$ cat config.mk
export PLATFORM = sky130hd
export DESIGN_NAME = usb_fifo_responder_flat
export DESIGN_NICKNAME = d
export VERILOG_FILES = /design/src/rtl/usb_fifo_responder_if.sv /design/src/rtl/usb_fifo_responder.sv /design/src/flat_wrapper.sv
export SDC_FILE = /design/constraint.sdc
export NUM_CORES = 1
export LEC_CHECK = 0
export BUFFER_PORTS_ARGS = -buffer_cell sky130_fd_sc_hd__buf_2
export CORE_MARGIN = 2
export CORE_UTILIZATION = 45
export DETAILED_ROUTE_END_ITERATION = 6
export PLACE_DENSITY = 0.6
export RECOVER_POWER = 25
export SETUP_SLACK_MARGIN = 0.3
export SKIP_LAST_GASP = 1
export SLEW_MARGIN = 0
export SYNTH_ARGS = -nofsm -noshare
export SYNTH_HDL_FRONTEND = slang
export SYNTH_SLANG_ARGS = --single-unit
$ cat constraint.sdc
create_clock -name clk -period 6.65 [get_ports clk]
set_input_delay 0.3325 -clock clk [delete_from_list [all_inputs] [get_ports clk]]
set_output_delay 0.3325 -clock clk [all_outputs]
set_load 0.01 [all_outputs]
$ cat src/rtl/usb_fifo_responder_if.sv
// -----------------------------------------------------------------------------
// usb_fifo_responder_if
// Groups the FT245-style sequencer bus and the host-side RX/TX streams of the
// USB FIFO responder.
//   Sequencer bus : rd_n, wr_n, data_in (toward responder)
//                   data_out, data_oe, rxf_n, txe_n (toward sequencer)
//   Host RX stream: host_rx_data/host_rx_valid in, host_rx_ready out
//   Host TX stream: host_tx_data/host_tx_valid out, host_tx_ready in
// Modports:
//   master - the sequencer/host environment that drives the responder
//   slave  - the responder itself
// -----------------------------------------------------------------------------
interface usb_fifo_responder_if;
    logic       rd_n;
    logic       wr_n;
    logic [7:0] data_in;
    logic [7:0] data_out;
    logic       data_oe;
    logic       rxf_n;
    logic       txe_n;
    logic [7:0] host_rx_data;
    logic       host_rx_valid;
    logic       host_rx_ready;
    logic [7:0] host_tx_data;
    logic       host_tx_valid;
    logic       host_tx_ready;

    modport master (
        output rd_n, wr_n, data_in, host_rx_data, host_rx_valid, host_tx_ready,
        input  data_out, data_oe, rxf_n, txe_n, host_rx_ready, host_tx_data, host_tx_valid
    );

    modport slave (
        input  rd_n, wr_n, data_in, host_rx_data, host_rx_valid, host_tx_ready,
        output data_out, data_oe, rxf_n, txe_n, host_rx_ready, host_tx_data, host_tx_valid
    );
endinterface

$ cat src/rtl/usb_fifo_responder.sv
// -----------------------------------------------------------------------------
// usb_fifo_responder
// Device-side model of an FT245-style USB FIFO chip. Answers rd_n strobes with
// bytes from an RX FIFO (filled by the host stream) and captures bytes written
// under wr_n strobes into a TX FIFO (drained by the host stream).
// Ports:
//   clk, reset_n  - clock, asynchronous active-low reset
//   bus           - sequencer bus + host streams (slave modport)
//   clear_flags   - synchronous clear of the sticky flags
//   rx_level      - RX FIFO occupancy
//   tx_level      - TX FIFO occupancy
//   rd_underflow  - sticky: read strobe started while RX empty
//   wr_overflow   - sticky: write strobe started while TX full
// -----------------------------------------------------------------------------
module usb_fifo_responder #(
    parameter int RX_DEPTH        = 16,
    parameter int TX_DEPTH        = 16,
    parameter int RECOVERY_CYCLES = 2
) (
    input  logic                          clk,
    input  logic                          reset_n,
    usb_fifo_responder_if.slave           bus,
    input  logic                          clear_flags,
    output logic [$clog2(RX_DEPTH+1)-1:0] rx_level,
    output logic [$clog2(TX_DEPTH+1)-1:0] tx_level,
    output logic                          rd_underflow,
    output logic                          wr_overflow
);

    localparam int RXW = $clog2(RX_DEPTH + 1);
    localparam int TXW = $clog2(TX_DEPTH + 1);
    localparam int RXA = $clog2(RX_DEPTH);
    localparam int TXA = $clog2(TX_DEPTH);
    localparam int CW  = (RECOVERY_CYCLES < 1) ? 1 : $clog2(RECOVERY_CYCLES + 1);
    localparam logic [CW-1:0] REC_LOAD = CW'(RECOVERY_CYCLES);

    typedef enum logic [1:0] {R_IDLE = 2'd0, R_ACTIVE = 2'd1, R_RECOVER = 2'd2} rx_state_t;
    typedef enum logic [1:0] {T_IDLE = 2'd0, T_ACTIVE = 2'd1, T_RECOVER = 2'd2} tx_state_t;

    // RX FIFO storage and bookkeeping
    logic [7:0]     rx_mem_r [RX_DEPTH];
    logic [RXA-1:0] rx_wr_ptr_r, rx_rd_ptr_r;
    logic [RXW-1:0] rx_count_r;
    logic           rx_empty_s, rx_full_s, rx_push_s, rx_pop_s;

    // TX FIFO storage and bookkeeping
    logic [7:0]     tx_mem_r [TX_DEPTH];
    logic [TXA-1:0] tx_wr_ptr_r, tx_rd_ptr_r;
    logic [TXW-1:0] tx_count_r;
    logic           tx_empty_s, tx_full_s, tx_push_s, tx_pop_s;

    // RX FSM
    rx_state_t      rx_state_r, rx_state_s;
    logic [CW-1:0]  rx_cnt_r, rx_cnt_s;
    logic           rx_strobe_empty_r, rx_strobe_empty_s;
    logic           rx_uflow_set_s;

    // TX FSM
    tx_state_t      tx_state_r, tx_state_s;
    logic [CW-1:0]  tx_cnt_r, tx_cnt_s;
    logic           tx_oflow_set_s;

    logic           rd_underflow_r, wr_overflow_r;

    assign rx_empty_s = (rx_count_r == RXW'(0));
    assign rx_full_s  = (rx_count_r == RXW'(RX_DEPTH));
    assign tx_empty_s = (tx_count_r == TXW'(0));
    assign tx_full_s  = (tx_count_r == TXW'(TX_DEPTH));

    // Host push is gated by the registered count, so a pop at a full edge
    // cannot make room for a push at that same edge.
    assign rx_push_s = bus.host_rx_valid && !rx_full_s;
    assign tx_pop_s  = bus.host_tx_ready && !tx_empty_s;

    assign bus.host_rx_ready = !rx_full_s;
    assign bus.host_tx_valid = !tx_empty_s;
    assign bus.host_tx_data  = tx_empty_s ? 8'h00 : tx_mem_r[tx_rd_ptr_r];
    assign bus.data_oe       = !bus.rd_n;
    // Head only moves at the end of a strobe, so it is stable while rd_n is low.
    assign bus.data_out      = rx_empty_s ? 8'h00 : rx_mem_r[rx_rd_ptr_r];
    assign bus.rxf_n         = !(((rx_state_r == R_IDLE) && !rx_empty_s) ||
                                 ((rx_state_r == R_ACTIVE) && !rx_strobe_empty_r));
    assign bus.txe_n         = !((tx_state_r == T_IDLE) && !tx_full_s);

    assign rx_level     = rx_count_r;
    assign tx_level     = tx_count_r;
    assign rd_underflow = rd_underflow_r;
    assign wr_overflow  = wr_overflow_r;

    // RX FSM next-state: start strobe, pop at its end, then hold off for recovery.
    always_comb begin
        rx_state_s        = rx_state_r;
        rx_cnt_s          = rx_cnt_r;
        rx_strobe_empty_s = rx_strobe_empty_r;
        rx_pop_s          = 1'b0;
        rx_uflow_set_s    = 1'b0;
        case (rx_state_r)
            R_IDLE: begin
                if (!bus.rd_n) begin
                    rx_state_s        = R_ACTIVE;
                    rx_strobe_empty_s = rx_empty_s;
                    rx_uflow_set_s    = rx_empty_s;
                end else begin
                    rx_state_s = R_IDLE;
                end
            end
            R_ACTIVE: begin
                if (bus.rd_n) begin
                    // Only the sequencer pops RX, so a non-empty strobe still has its byte.
                    rx_pop_s   = !rx_strobe_empty_r;
                    rx_cnt_s   = REC_LOAD;
                    rx_state_s = (RECOVERY_CYCLES == 0) ? R_IDLE : R_RECOVER;
                end else begin
                    rx_state_s = R_ACTIVE;
                end
            end
            R_RECOVER: begin
                // Leaving when the count steps from 1 to 0 gives exactly
                // RECOVERY_CYCLES cycles in this state.
                if (rx_cnt_r <= CW'(1)) begin
                    rx_cnt_s   = CW'(0);
                    rx_state_s = R_IDLE;
                end else begin
                    rx_cnt_s   = rx_cnt_r - CW'(1);
                    rx_state_s = R_RECOVER;
                end
            end
            default: begin
                rx_state_s = R_IDLE;
                rx_cnt_s   = CW'(0);
            end
        endcase
    end

    // TX FSM next-state: exactly one capture at the strobe's first low edge.
    always_comb begin
        tx_state_s     = tx_state_r;
        tx_cnt_s       = tx_cnt_r;
        tx_push_s      = 1'b0;
        tx_oflow_set_s = 1'b0;
        case (tx_state_r)
            T_IDLE: begin
                if (!bus.wr_n) begin
                    tx_state_s     = T_ACTIVE;
                    tx_push_s      = !tx_full_s;
                    tx_oflow_set_s = tx_full_s;
                end else begin
                    tx_state_s = T_IDLE;
                end
            end
            T_ACTIVE: begin
                if (bus.wr_n) begin
                    tx_cnt_s   = REC_LOAD;
                    tx_state_s = (RECOVERY_CYCLES == 0) ? T_IDLE : T_RECOVER;
                end else begin
                    tx_state_s = T_ACTIVE;
                end
            end
            T_RECOVER: begin
                if (tx_cnt_r <= CW'(1)) begin
                    tx_cnt_s   = CW'(0);
                    tx_state_s = T_IDLE;
                end else begin
                    tx_cnt_s   = tx_cnt_r - CW'(1);
                    tx_state_s = T_RECOVER;
                end
            end
            default: begin
                tx_state_s = T_IDLE;
                tx_cnt_s   = CW'(0);
            end
        endcase
    end

    // FSM state, recovery counters and strobe-empty marker.
    always_ff @(posedge clk or negedge reset_n) begin
        if (!reset_n) begin
            rx_state_r        <= R_IDLE;
            rx_cnt_r          <= CW'(0);
            rx_strobe_empty_r <= 1'b0;
            tx_state_r        <= T_IDLE;
            tx_cnt_r          <= CW'(0);
        end else begin
            rx_state_r        <= rx_state_s;
            rx_cnt_r          <= rx_cnt_s;
            rx_strobe_empty_r <= rx_strobe_empty_s;
            tx_state_r        <= tx_state_s;
            tx_cnt_r          <= tx_cnt_s;
        end
    end

    // FIFO pointers and occupancy; pointers wrap naturally at power-of-2 depth.
    always_ff @(posedge clk or negedge reset_n) begin
        if (!reset_n) begin
            rx_wr_ptr_r <= RXA'(0);
            rx_rd_ptr_r <= RXA'(0);
            rx_count_r  <= RXW'(0);
            tx_wr_ptr_r <= TXA'(0);
            tx_rd_ptr_r <= TXA'(0);
            tx_count_r  <= TXW'(0);
        end else begin
            if (rx_push_s) rx_wr_ptr_r <= rx_wr_ptr_r + RXA'(1);
            if (rx_pop_s)  rx_rd_ptr_r <= rx_rd_ptr_r + RXA'(1);
            if (rx_push_s && !rx_pop_s)      rx_count_r <= rx_count_r + RXW'(1);
            else if (!rx_push_s && rx_pop_s) rx_count_r <= rx_count_r - RXW'(1);
            if (tx_push_s) tx_wr_ptr_r <= tx_wr_ptr_r + TXA'(1);
            if (tx_pop_s)  tx_rd_ptr_r <= tx_rd_ptr_r + TXA'(1);
            if (tx_push_s && !tx_pop_s)      tx_count_r <= tx_count_r + TXW'(1);
            else if (!tx_push_s && tx_pop_s) tx_count_r <= tx_count_r - TXW'(1);
        end
    end

    // FIFO data storage; contents need no reset since occupancy guards every read.
    always_ff @(posedge clk) begin
        if (rx_push_s) rx_mem_r[rx_wr_ptr_r] <= bus.host_rx_data;
        if (tx_push_s) tx_mem_r[tx_wr_ptr_r] <= bus.data_in;
    end

    // Sticky flags: a new violation at a clear edge takes priority.
    always_ff @(posedge clk or negedge reset_n) begin
        if (!reset_n) begin
            rd_underflow_r <= 1'b0;
            wr_overflow_r  <= 1'b0;
        end else begin
            if (rx_uflow_set_s)   rd_underflow_r <= 1'b1;
            else if (clear_flags) rd_underflow_r <= 1'b0;
            if (tx_oflow_set_s)   wr_overflow_r  <= 1'b1;
            else if (clear_flags) wr_overflow_r  <= 1'b0;
        end
    end

endmodule

$ cat src/flat_wrapper.sv
// flat-port wrapper written by rule: the top's interface ports become plain ports
module usb_fifo_responder_flat 
#(
    parameter int RX_DEPTH        = 16,
    parameter int TX_DEPTH        = 16,
    parameter int RECOVERY_CYCLES = 2
)
  (clk, reset_n, clear_flags, rx_level, tx_level, rd_underflow, wr_overflow, bus_rd_n, bus_wr_n, bus_data_in, bus_host_rx_data, bus_host_rx_valid, bus_host_tx_ready, bus_data_out, bus_data_oe, bus_rxf_n, bus_txe_n, bus_host_rx_ready, bus_host_tx_data, bus_host_tx_valid);
  usb_fifo_responder_if bus_i ();
  input  logic clk;
  input  logic reset_n;
  input  logic clear_flags;
  output logic [$clog2(RX_DEPTH+1)-1:0] rx_level;
  output logic [$clog2(TX_DEPTH+1)-1:0] tx_level;
  output logic rd_underflow;
  output logic wr_overflow;
  input wire logic [$bits(bus_i.rd_n)-1:0] bus_rd_n;
  input wire logic [$bits(bus_i.wr_n)-1:0] bus_wr_n;
  input wire logic [$bits(bus_i.data_in)-1:0] bus_data_in;
  input wire logic [$bits(bus_i.host_rx_data)-1:0] bus_host_rx_data;
  input wire logic [$bits(bus_i.host_rx_valid)-1:0] bus_host_rx_valid;
  input wire logic [$bits(bus_i.host_tx_ready)-1:0] bus_host_tx_ready;
  output wire logic [$bits(bus_i.data_out)-1:0] bus_data_out;
  output wire logic [$bits(bus_i.data_oe)-1:0] bus_data_oe;
  output wire logic [$bits(bus_i.rxf_n)-1:0] bus_rxf_n;
  output wire logic [$bits(bus_i.txe_n)-1:0] bus_txe_n;
  output wire logic [$bits(bus_i.host_rx_ready)-1:0] bus_host_rx_ready;
  output wire logic [$bits(bus_i.host_tx_data)-1:0] bus_host_tx_data;
  output wire logic [$bits(bus_i.host_tx_valid)-1:0] bus_host_tx_valid;
  assign bus_i.rd_n = bus_rd_n;
  assign bus_i.wr_n = bus_wr_n;
  assign bus_i.data_in = bus_data_in;
  assign bus_i.host_rx_data = bus_host_rx_data;
  assign bus_i.host_rx_valid = bus_host_rx_valid;
  assign bus_i.host_tx_ready = bus_host_tx_ready;
  assign bus_data_out = bus_i.data_out;
  assign bus_data_oe = bus_i.data_oe;
  assign bus_rxf_n = bus_i.rxf_n;
  assign bus_txe_n = bus_i.txe_n;
  assign bus_host_rx_ready = bus_i.host_rx_ready;
  assign bus_host_tx_data = bus_i.host_tx_data;
  assign bus_host_tx_valid = bus_i.host_tx_valid;
  usb_fifo_responder #(.RX_DEPTH(RX_DEPTH), .TX_DEPTH(TX_DEPTH), .RECOVERY_CYCLES(RECOVERY_CYCLES)) u_core (.clk(clk), .reset_n(reset_n), .bus(bus_i), .clear_flags(clear_flags), .rx_level(rx_level), .tx_level(tx_level), .rd_underflow(rd_underflow), .wr_overflow(wr_overflow));
endmodule
# After elaboration in Yosys (flattened, before gate mapping)
# Memory sizes are Yosys's and may differ from the RTL's.
# Index checks and enable logic that the tools add are counted.
# Widths: inputs -> output; s select.
# classes
n_addsub,10
order_cmp,2
n_eq_ne,8
muxes,35
n_bitwise,3
n_reduce_logical,33
# ops
op,n
$pmux 2 s3,4
$mux 5,4
$mux 1,17
$add 4x1->4 const B,4
$mux 2,8
$mux 8,2
$logic_not 1->1,12
$add 5x1->5 const B,2
$eq 5x5->1 const B,2
$logic_not 5->1,2
$sub 5x1->5 const B,2
$logic_and 1x1->1,9
$reduce_bool 2->1,4
$reduce_and 2->1,3
$eq 2x1->1 const B,2
$eq 2x2->1 const B,2
$le 2x1->1 const B,2
$logic_not 2->1,2
$ne 2x2->1 const B,2
$sub 2x1->2 const B,2
$not 1->1,3
$logic_or 1x1->1,1
# word_totals
reg_bits,37
ram_bits,256
output_inout_bits,33
elab_cells,106
memories,2
# mem_list
name,depth,width,read_ports,rd_clocked_by_memory_dff,wr,line,text
u_core.rx_mem_r,16,8,1,0,1,usb_fifo_responder.sv:41,logic [7:0] rx_mem_r [RX_DEPTH];
u_core.tx_mem_r,16,8,1,0,1,usb_fifo_responder.sv:47,logic [7:0] tx_mem_r [TX_DEPTH];

# Depth between registers and ports, before layout
# Gate-level depths: netlist of run 1.
# depth
ltp_word,8
depth_mapped,12
mapped_depth_nobuf,12

# Least setup slack after synthesis of run 1
# Ideal clock, no wire load.
# synth_timing
path_kind,register to register
startpoint,reg u_core.tx_count_r[1] (netlist: u_core.tx_level[1])
endpoint,reg u_core.tx_count_r[4] (netlist: u_core.tx_level[4])
setup_time_ps,147
t_arrival_ps,2446
required_ps,6503
setup_slack_ps,4057
path_stages_with_launch,11
n_path_buf,0
cell_sequence,dfrtp_1 nor4_1 nand2b_1 nand2_1 ha_1 inv_1 ha_1 nor2b_1 o21a_1 o2111ai_1 o311ai_0
# synth_via
elab_chain_cells,7
word_cells_on_any_way,16
# synth_lines
element,line,text
from (decl),usb_fifo_responder.sv:49,logic [TXW-1:0] tx_count_r;
from (signal assigned),usb_fifo_responder.sv:208,if (tx_push_s && !tx_pop_s) tx_count_r <= tx_count_r + TXW'(1);
from (signal assigned),usb_fifo_responder.sv:209,else if (!tx_push_s && tx_pop_s) tx_count_r <= tx_count_r - TXW'(1);
$eq 5x5->1,usb_fifo_responder.sv:68,assign tx_full_s = (tx_count_r == TXW'(TX_DEPTH));
$logic_not 1->1,usb_fifo_responder.sv:145,tx_push_s = !tx_full_s;
$mux 1,usb_fifo_responder.sv:143,if (!bus.wr_n) begin
$mux 1,usb_fifo_responder.sv:141,case (tx_state_r)
$logic_not 1->1,usb_fifo_responder.sv:209,
$logic_and 1x1->1,usb_fifo_responder.sv:209,
$reduce_bool 2->1 (no source line),n/a,
# Several ways; a longest one is shown, not always the timed one. The select of a mux whose other input is x is not followed.
# A chain may end at the register's enable or synchronous reset.

# Final worst setup path of run 1
# layout_timing
startpoint,reg u_core.tx_rd_ptr_r[1]
endpoint,out bus_host_tx_data[7]
# layout_via
elab_chain_cells,2
# layout_lines
element,line,text
from (decl),usb_fifo_responder.sv:48,"logic [TXA-1:0] tx_wr_ptr_r, tx_rd_ptr_r;"
from (signal assigned),usb_fifo_responder.sv:207,if (tx_pop_s) tx_rd_ptr_r <= tx_rd_ptr_r + TXA'(1);
$mem_v2 16x8,n/a,
$mux 8,usb_fifo_responder.sv:77,assign bus.host_tx_data = tx_empty_s ? 8'h00 : tx_mem_r[tx_rd_ptr_r];
to (decl),flat_wrapper.sv:28,output wire logic [$bits(bus_i.host_tx_data)-1:0] bus_host_tx_data;
# No other way between the ends.

==> results.sh, run 1 <==
export IMPL_yosysMostFrequentCell="edfxtp_1"
export IMPL_overflow=0
export IMPL_pin_count=56
export IMPL_cts_sinks=293
export IMPL_pwr_share_seq=0.404
export IMPL_peakVddDrop_v=0.000192
export IMPL_min_path_type="primary input to register"
export IMPL_post_route_period_util=0.518
export IMPL_synth_flop_cell="edfxtp_1"
export IMPL_area_growth_synth_to_final_pct=13.9
export IMPL_switching_power_w=0.00186
export IMPL_die_width_um=168
export IMPL_wl_mm=24.0
export IMPL_slew_violations=0
export IMPL_setup_tns_ps=0
export IMPL_busiest_layer="met2"
export IMPL_synth_top_family_by_area="multiplexers"
export IMPL_clock_path_buffers=3
export IMPL_switching_share=0.309
export IMPL_slew_limit_headroom=0.215
export IMPL_synth_common_cells="edfxtp_1 (256), mux4_2 (53), dfrtp_1 (37), nor2_1 (37), nand2_1 (31)"
export IMPL_antenna_found_initial=1
export IMPL_synth_cells=652
export IMPL_p_leak_nw=4.74
export IMPL_synth_compound_area_frac=0.0322
export IMPL_syn_nets=704
export IMPL_finalSetupViolCount=0
export IMPL_power_density_mw_per_mm2=434
export IMPL_post_dp_hpwl_mm=15.2
export IMPL_core_area_mm2=0.0267
export IMPL_internal_power_w=0.00414
export IMPL_drive_gt1_frac=0.236
export IMPL_seq_area_frac_synth=0.711
export IMPL_start_util=0.453
export IMPL_power_frac_clock=0.299
export IMPL_synth_area_top_cells="edfxtp_1 (63%), mux4_2 (9.9%), dfrtp_1 (7.6%)"
export IMPL_rsz0062_at_grt="no"
export IMPL_grt_use_met1=0.212
export IMPL_die_area_mm2=0.0283
export IMPL_path_max_fanout=22
export IMPL_syn_cell_area_mm2=0.0121
export IMPL_postSynthAreaPerCell_um2=18.6
export IMPL_rows=60
export IMPL_drt_iter0_drc=444
export IMPL_yosys_area_top_type="edfxtp_1"
export IMPL_wl_per_cell_um=22.0
export IMPL_fin_nets=778
export IMPL_fin_hold_ws_ps=113
export IMPL_post_route_drc_count=0
export IMPL_dr_pass1_iters=5
export IMPL_clock_latency_ps=560
export IMPL_synthDominantCellAreaShare=0.634
export IMPL_io_buffer_count=55
export IMPL_fillers=2157
export IMPL_cts_tree="yes"
export IMPL_seqCellArea_mm2=0.00861
export IMPL_critPathLaunchType="register"
export IMPL_hold_viol_final=0
export IMPL_total_power_w=0.00600
export IMPL_antenna_cells=0
export IMPL_num_vias=6036
export IMPL_globalRouteMet3Util=0.0280
export IMPL_met2_usage=0.319
export IMPL_multi_input_area_mm2=0.00323
export IMPL_pwr_share_comb=0.297
export IMPL_synthSimpleGateAreaFrac=0.0416
export IMPL_synth_mux_area_frac=0.147
export IMPL_cts_clk_slew_worst_paths_ps=60
export IMPL_cts_buffers=31
export IMPL_outcome="complete, no violations"
export IMPL_grt_pass1_wl_mm=37.3
export IMPL_crit_path_end_kind="output pin"
export IMPL_grt_pass1_vias=6486
export IMPL_synth_xor_area_frac=0.0130
export IMPL_yosysWarnings=0
export IMPL_root_buffer="clkbuf_16"
export IMPL_min_period_ps=3450
export IMPL_yosys_area_share_adder=0.0312
export IMPL_track_usage=0.174
export IMPL_grt_max_degree=38
export IMPL_worst_clock_skew_ps=16.4
export IMPL_tightest_slew_ps=1170
export IMPL_die_height_um=168
export IMPL_cp_required_ps=6320
export IMPL_antenna_left=0
export IMPL_max_clock_freq_mhz=290
export IMPL_htreeDepth=1
export IMPL_synth_async_sr_flop_share=0.126
export IMPL_viasPerCell=5.53
export IMPL_critPathArrivalTime_ps=3110
export IMPL_cap_violations=0
export IMPL_path_class="register to output pin"
export IMPL_routabilityCongestion=0.778
export IMPL_synth_edf_count=256
export IMPL_ys_ff_latch=293
export IMPL_synthDistinctLibCells=51
==> critical path, stage by stage, from the launching register on <==
cell	delay, ps
dfrtp_1	840
buf_4	460
mux4_1	610
mux2_2	280
o21ai_1	140
a21oi_1	60
buf_2	180
==> logic make-up after synthesis <==
group	count (synthesis)
flip-flops	293
AND/OR/NAND/NOR	110
multiplexers	93
AO/OA/AOI/OAI	58
buffers and inverters	51
adder cells (fa/ha/maj)	29
XOR/XNOR	18
==> state kept, by name, summed over array words and instances (netlist names) <==
name	count
u_core.tx_level	5
u_core.rx_state_r	2
u_core.tx_rd_ptr_r	4
u_core.rx_strobe_empty_r	1
u_core.rx_wr_ptr_r	4
u_core.tx_cnt_r	2
u_core.tx_state_r	2
u_core.tx_wr_ptr_r	4
u_core.rx_rd_ptr_r	4
u_core.tx_mem_r	128
u_core.rx_level	5
u_core.rx_mem_r	128
u_core.rx_cnt_r	2
u_core.rd_underflow	1
u_core.wr_overflow	1
==> final timing paths <==
kind	depth (start not counted)	endpoint	start	slack, ps
hold / removal	3	u_core.tx_rd_ptr_r[2]	bus_host_tx_ready	110
setup reg to reg	10	u_core.tx_level[4]	u_core.tx_level[0]	3300
min in group asynchronous	2	u_core.rx_level[0]	reset_n	430
max in group asynchronous	2	u_core.rx_rd_ptr_r[0]	reset_n	5630
hold reg to reg	1	u_core.tx_rd_ptr_r[3]	u_core.tx_rd_ptr_r[3]	480
setup / recovery	6	bus_host_tx_data[7]	u_core.tx_rd_ptr_r[1]	3200
==> through the flow <==
| step | setup slack [ps] | util | cell area [um2] | instances |
|---|---|---|---|---|
| 6_report | 3200 | 0.517 | 13800 | 1092 |
| 5_1_grt | 3040 | 0.517 | 13800 | 1092 |
| 4_1_cts | 3160 | 0.517 | 13800 | 1092 |
| 3_5_place_dp | 3340 | 0.475 | 12700 | 1030 |
| 3_3_place_gp | 3530 | 0.475 | 12700 | 1030 |
| 2_1_floorplan | 4060 | - | 12100 | 652 |
==> layout by cell type (no fill, tap or decap), types with 4 or more instances in the layout <==
master	Yosys	final
a21oi_1	14	14
mux4_1	11	11
mux2i_1	19	19
inv_1	22	22
dlygate4sd3_1	0	4
o21ai_1	8	8
buf_4	7	11
dfrtp_1	37	36
clkinvlp_4	0	6
clkinv_1	0	4
nand2b_1	6	6
ha_1	27	27
clkbuf_1	5	17
a221o_1	7	7
edfxtp_1	256	256
clkbuf_16	0	31
buf_2	5	44
nor3_1	14	12
o21ai_0	11	11
nor2_1	37	37
bufinv_16	0	6
mux4_2	53	53
mux2_2	10	10
nand3_1	6	6
xnor2_1	16	16
nand4_1	5	5
nand2_1	31	31
==> metal layers <==
layer  wire [um]  vias up  part of all wire
met5          13        -           0.00054
met4         582        2             0.024
met1        9770     3118              0.41
met3         983       40             0.041
li1            -     2739                 -
met2       12600      137              0.53
==> repair_timing <==
item / CTS / global route
gates resized for setup: 0 / 0
hold buffers: 4 / 0
endpoints found under the hold margin: 41 / 0
setup buffers: 0 / 0
==> final cells by class <==
| cell class | instances | area share |
|---|---|---|
| timing repair buffer | 70 | 0.0278 |
| multi-input combinational | 308 | 0.234 |
| clock buffer | 37 | 0.0578 |
| clock inverter | 21 | 0.0200 |
| sequential | 293 | 0.624 |
| inverter | 22 | 0.00598 |
| tap | 341 | 0.0309 |
==> power groups by stage <==
stage / registers (W) / logic (W) / clock network [W]
after floorplan: 0.00236 / 0.00139 / 0
after global placement: 0.00244 / 0.00176 / 0
after detailed placement: 0.00246 / 0.00181 / 0
after CTS: 0.00242 / 0.00182 / 0.00183
after global routing: 0.00245 / 0.00195 / 0.00190
final: 0.00242 / 0.00178 / 0.00179
(Power assumes the default switching activity.)
==> run 2: changes to the inputs <==
clock period = 3.37 ns   (was 6.65 ns; I/O delays follow)
==> results.sh, run 2 (synthesized netlist as in run 1, its figures left out) <==
export IMPL_outcome="complete, no violations"
export IMPL_min_period_ps=2920
export IMPL_clock_path_buffers=3
export IMPL_fin_nets=809
export IMPL_drt_iter0_drc=435
export IMPL_grt_max_degree=38
export IMPL_post_cts_buffers=0
export IMPL_crit_path_end_kind="output pin"
export IMPL_fillers=2109
export IMPL_post_route_period_util=0.866
export IMPL_cp_required_ps=3200
export IMPL_start_util=0.453
export IMPL_routabilityCongestion=0.805
export IMPL_min_from="bus_host_rx_valid"
export IMPL_critPathArrivalTime_ps=2750
export IMPL_cts_sinks=293
export IMPL_cap_violations=0
export IMPL_viasPerCell=5.49
export IMPL_area_growth_synth_to_final_pct=16.5
export IMPL_rows=60
export IMPL_p_leak_nw=4.92
export IMPL_dr_pass1_iters=5
export IMPL_num_vias=6157
export IMPL_reg_top3="u_core.rx_mem_r: 128 flops, u_core.tx_mem_r: 128 flops"
export IMPL_cts_buffers=29
export IMPL_path_max_fanout=34
export IMPL_hold_viol_final=0
export IMPL_min_path_type="primary input to register"
export IMPL_finalSetupViolCount=0
export IMPL_htreeDepth=1
export IMPL_r2r_start="u_core.rx_state_r[1]"
export IMPL_setup_tns_ps=0
export IMPL_pin_count=56
export IMPL_grt_pass1_vias=6548
export IMPL_r2r_slack_ps=570
export IMPL_max_clock_freq_mhz=343
export IMPL_worst_clock_skew_ps=21.1
export IMPL_wl_mm=23.7
export IMPL_die_width_um=168
export IMPL_die_area_mm2=0.0283
export IMPL_antenna_found_initial=0
export IMPL_grt_pass1_wl_mm=37.0
export IMPL_slew_violations=0
export IMPL_peakVddDrop_v=0.000514
export IMPL_clock_latency_ps=550
export IMPL_antenna_cells=0
export IMPL_final_common_cell="edfxtp_1"
export IMPL_power_density_mw_per_mm2=846
export IMPL_die_height_um=168
export IMPL_rsz0062_at_grt="no"
export IMPL_tightest_slew_ps=983
export IMPL_post_route_drc_count=0
export IMPL_startpoint="u_core.tx_rd_ptr_r[1]"
export IMPL_post_dp_hpwl_mm=15.3
export IMPL_slew_limit_headroom=0.342
export IMPL_drive_gt1_frac=0.254
export IMPL_total_power_w=0.0119
export IMPL_overflow=0
export IMPL_core_area_mm2=0.0267
export IMPL_wl_per_cell_um=21.2
export IMPL_critPathLaunchType="register"
export IMPL_antenna_left=0
export IMPL_cts_clk_slew_worst_paths_ps=60
export IMPL_mostFrequentLayoutCells="edfxtp_1 (256), mux4_2 (53), buf_2 (42)"
export IMPL_root_buffer="clkbuf_16"
export IMPL_path_class="register to output pin"
export IMPL_fin_hold_ws_ps=112
export IMPL_track_usage=0.172
export IMPL_cts_tree="yes"
export IMPL_io_buffer_count=55
run 2: cell count changes in the layout (fill, tap and decap cells not counted), sizes merged:
| cell | previous run | this run |
|---|---|---|
| inv | 24 | 23 |
| bufinv | 6 | 8 |
| buf | 55 | 73 |
| clkinvlp | 6 | 3 |
| dlygate4sd3 | 4 | 17 |
run 2: worst paths after layout:
kind                                    endpoint  cells past startpoint
setup / recovery             bus_host_tx_data[4]                      6
hold / removal             u_core.rx_wr_ptr_r[0]                      3
setup reg to reg              u_core.rx_level[4]                     11
hold reg to reg               u_core.tx_cnt_r[0]                      1
max in group asynchronous  u_core.rx_rd_ptr_r[0]                      2
min in group asynchronous     u_core.rx_level[0]                      2
run 2: metal layers:
metal / track usage / vias up / share of wire
li1: - / 2795 / -
met1: 0.210 / 3174 / 0.39
met2: 0.315 / 143 / 0.54
met3: 0.0261 / 45 / 0.045
met4: 0.0536 / 0 / 0.024
met5: 0 / - / 0
run 2: cell type report:
cell class | instances | area, um2 | share of cell area
Clock buffer | 35 | 778 | 0.0551
Clock inverter | 19 | 304 | 0.0215
Inverter | 22 | 82.6 | 0.00585
Multi-Input combinational cell | 308 | 3240 | 0.229
Sequential cell | 293 | 8610 | 0.610
Tap cell | 341 | 427 | 0.0302
Timing Repair Buffer | 103 | 674 | 0.0478
run 2: per-stage QoR:
step	utilization	cells	setup slack, ps	area [um2]
3_3_place_gp	0.481	1050	431	12900
2_1_floorplan	-	652	777	12100
6_report	0.528	1121	451	14100
3_5_place_dp	0.481	1050	298	12900
5_1_grt	0.528	1121	305	14100
4_1_cts	0.528	1121	395	14100
run 2: critical path: stages, from the launching register on:
cell,delay (ps)
dfrtp_1,350
buf_4,460
mux4_1,650
mux2_2,290
o21ai_1,210
a21oi_1,60
buf_2,170
run 2: power by group:
group	total, W	internal [W]	leakage (nW)	switching, W
Clock	0.00358	0.00225	0.523	0.00132
Combinational	0.00359	0.00170	1.63	0.00189
Sequential	0.00478	0.00439	2.77	0.000389
Total	0.0119	0.00834	4.92	0.00361
run 2: what timing repair did:
| item | 4_1_cts | 5_1_grt |
|---|---|---|
| hold buffers | 17 | 0 |
| resized for setup | 1 | 5 |
| endpoints found under the hold margin | 175 | 0 |
| pin swaps | 0 | 1 |
| gates cloned | 0 | 0 |
| setup endpoints to repair | 1 | 2 |
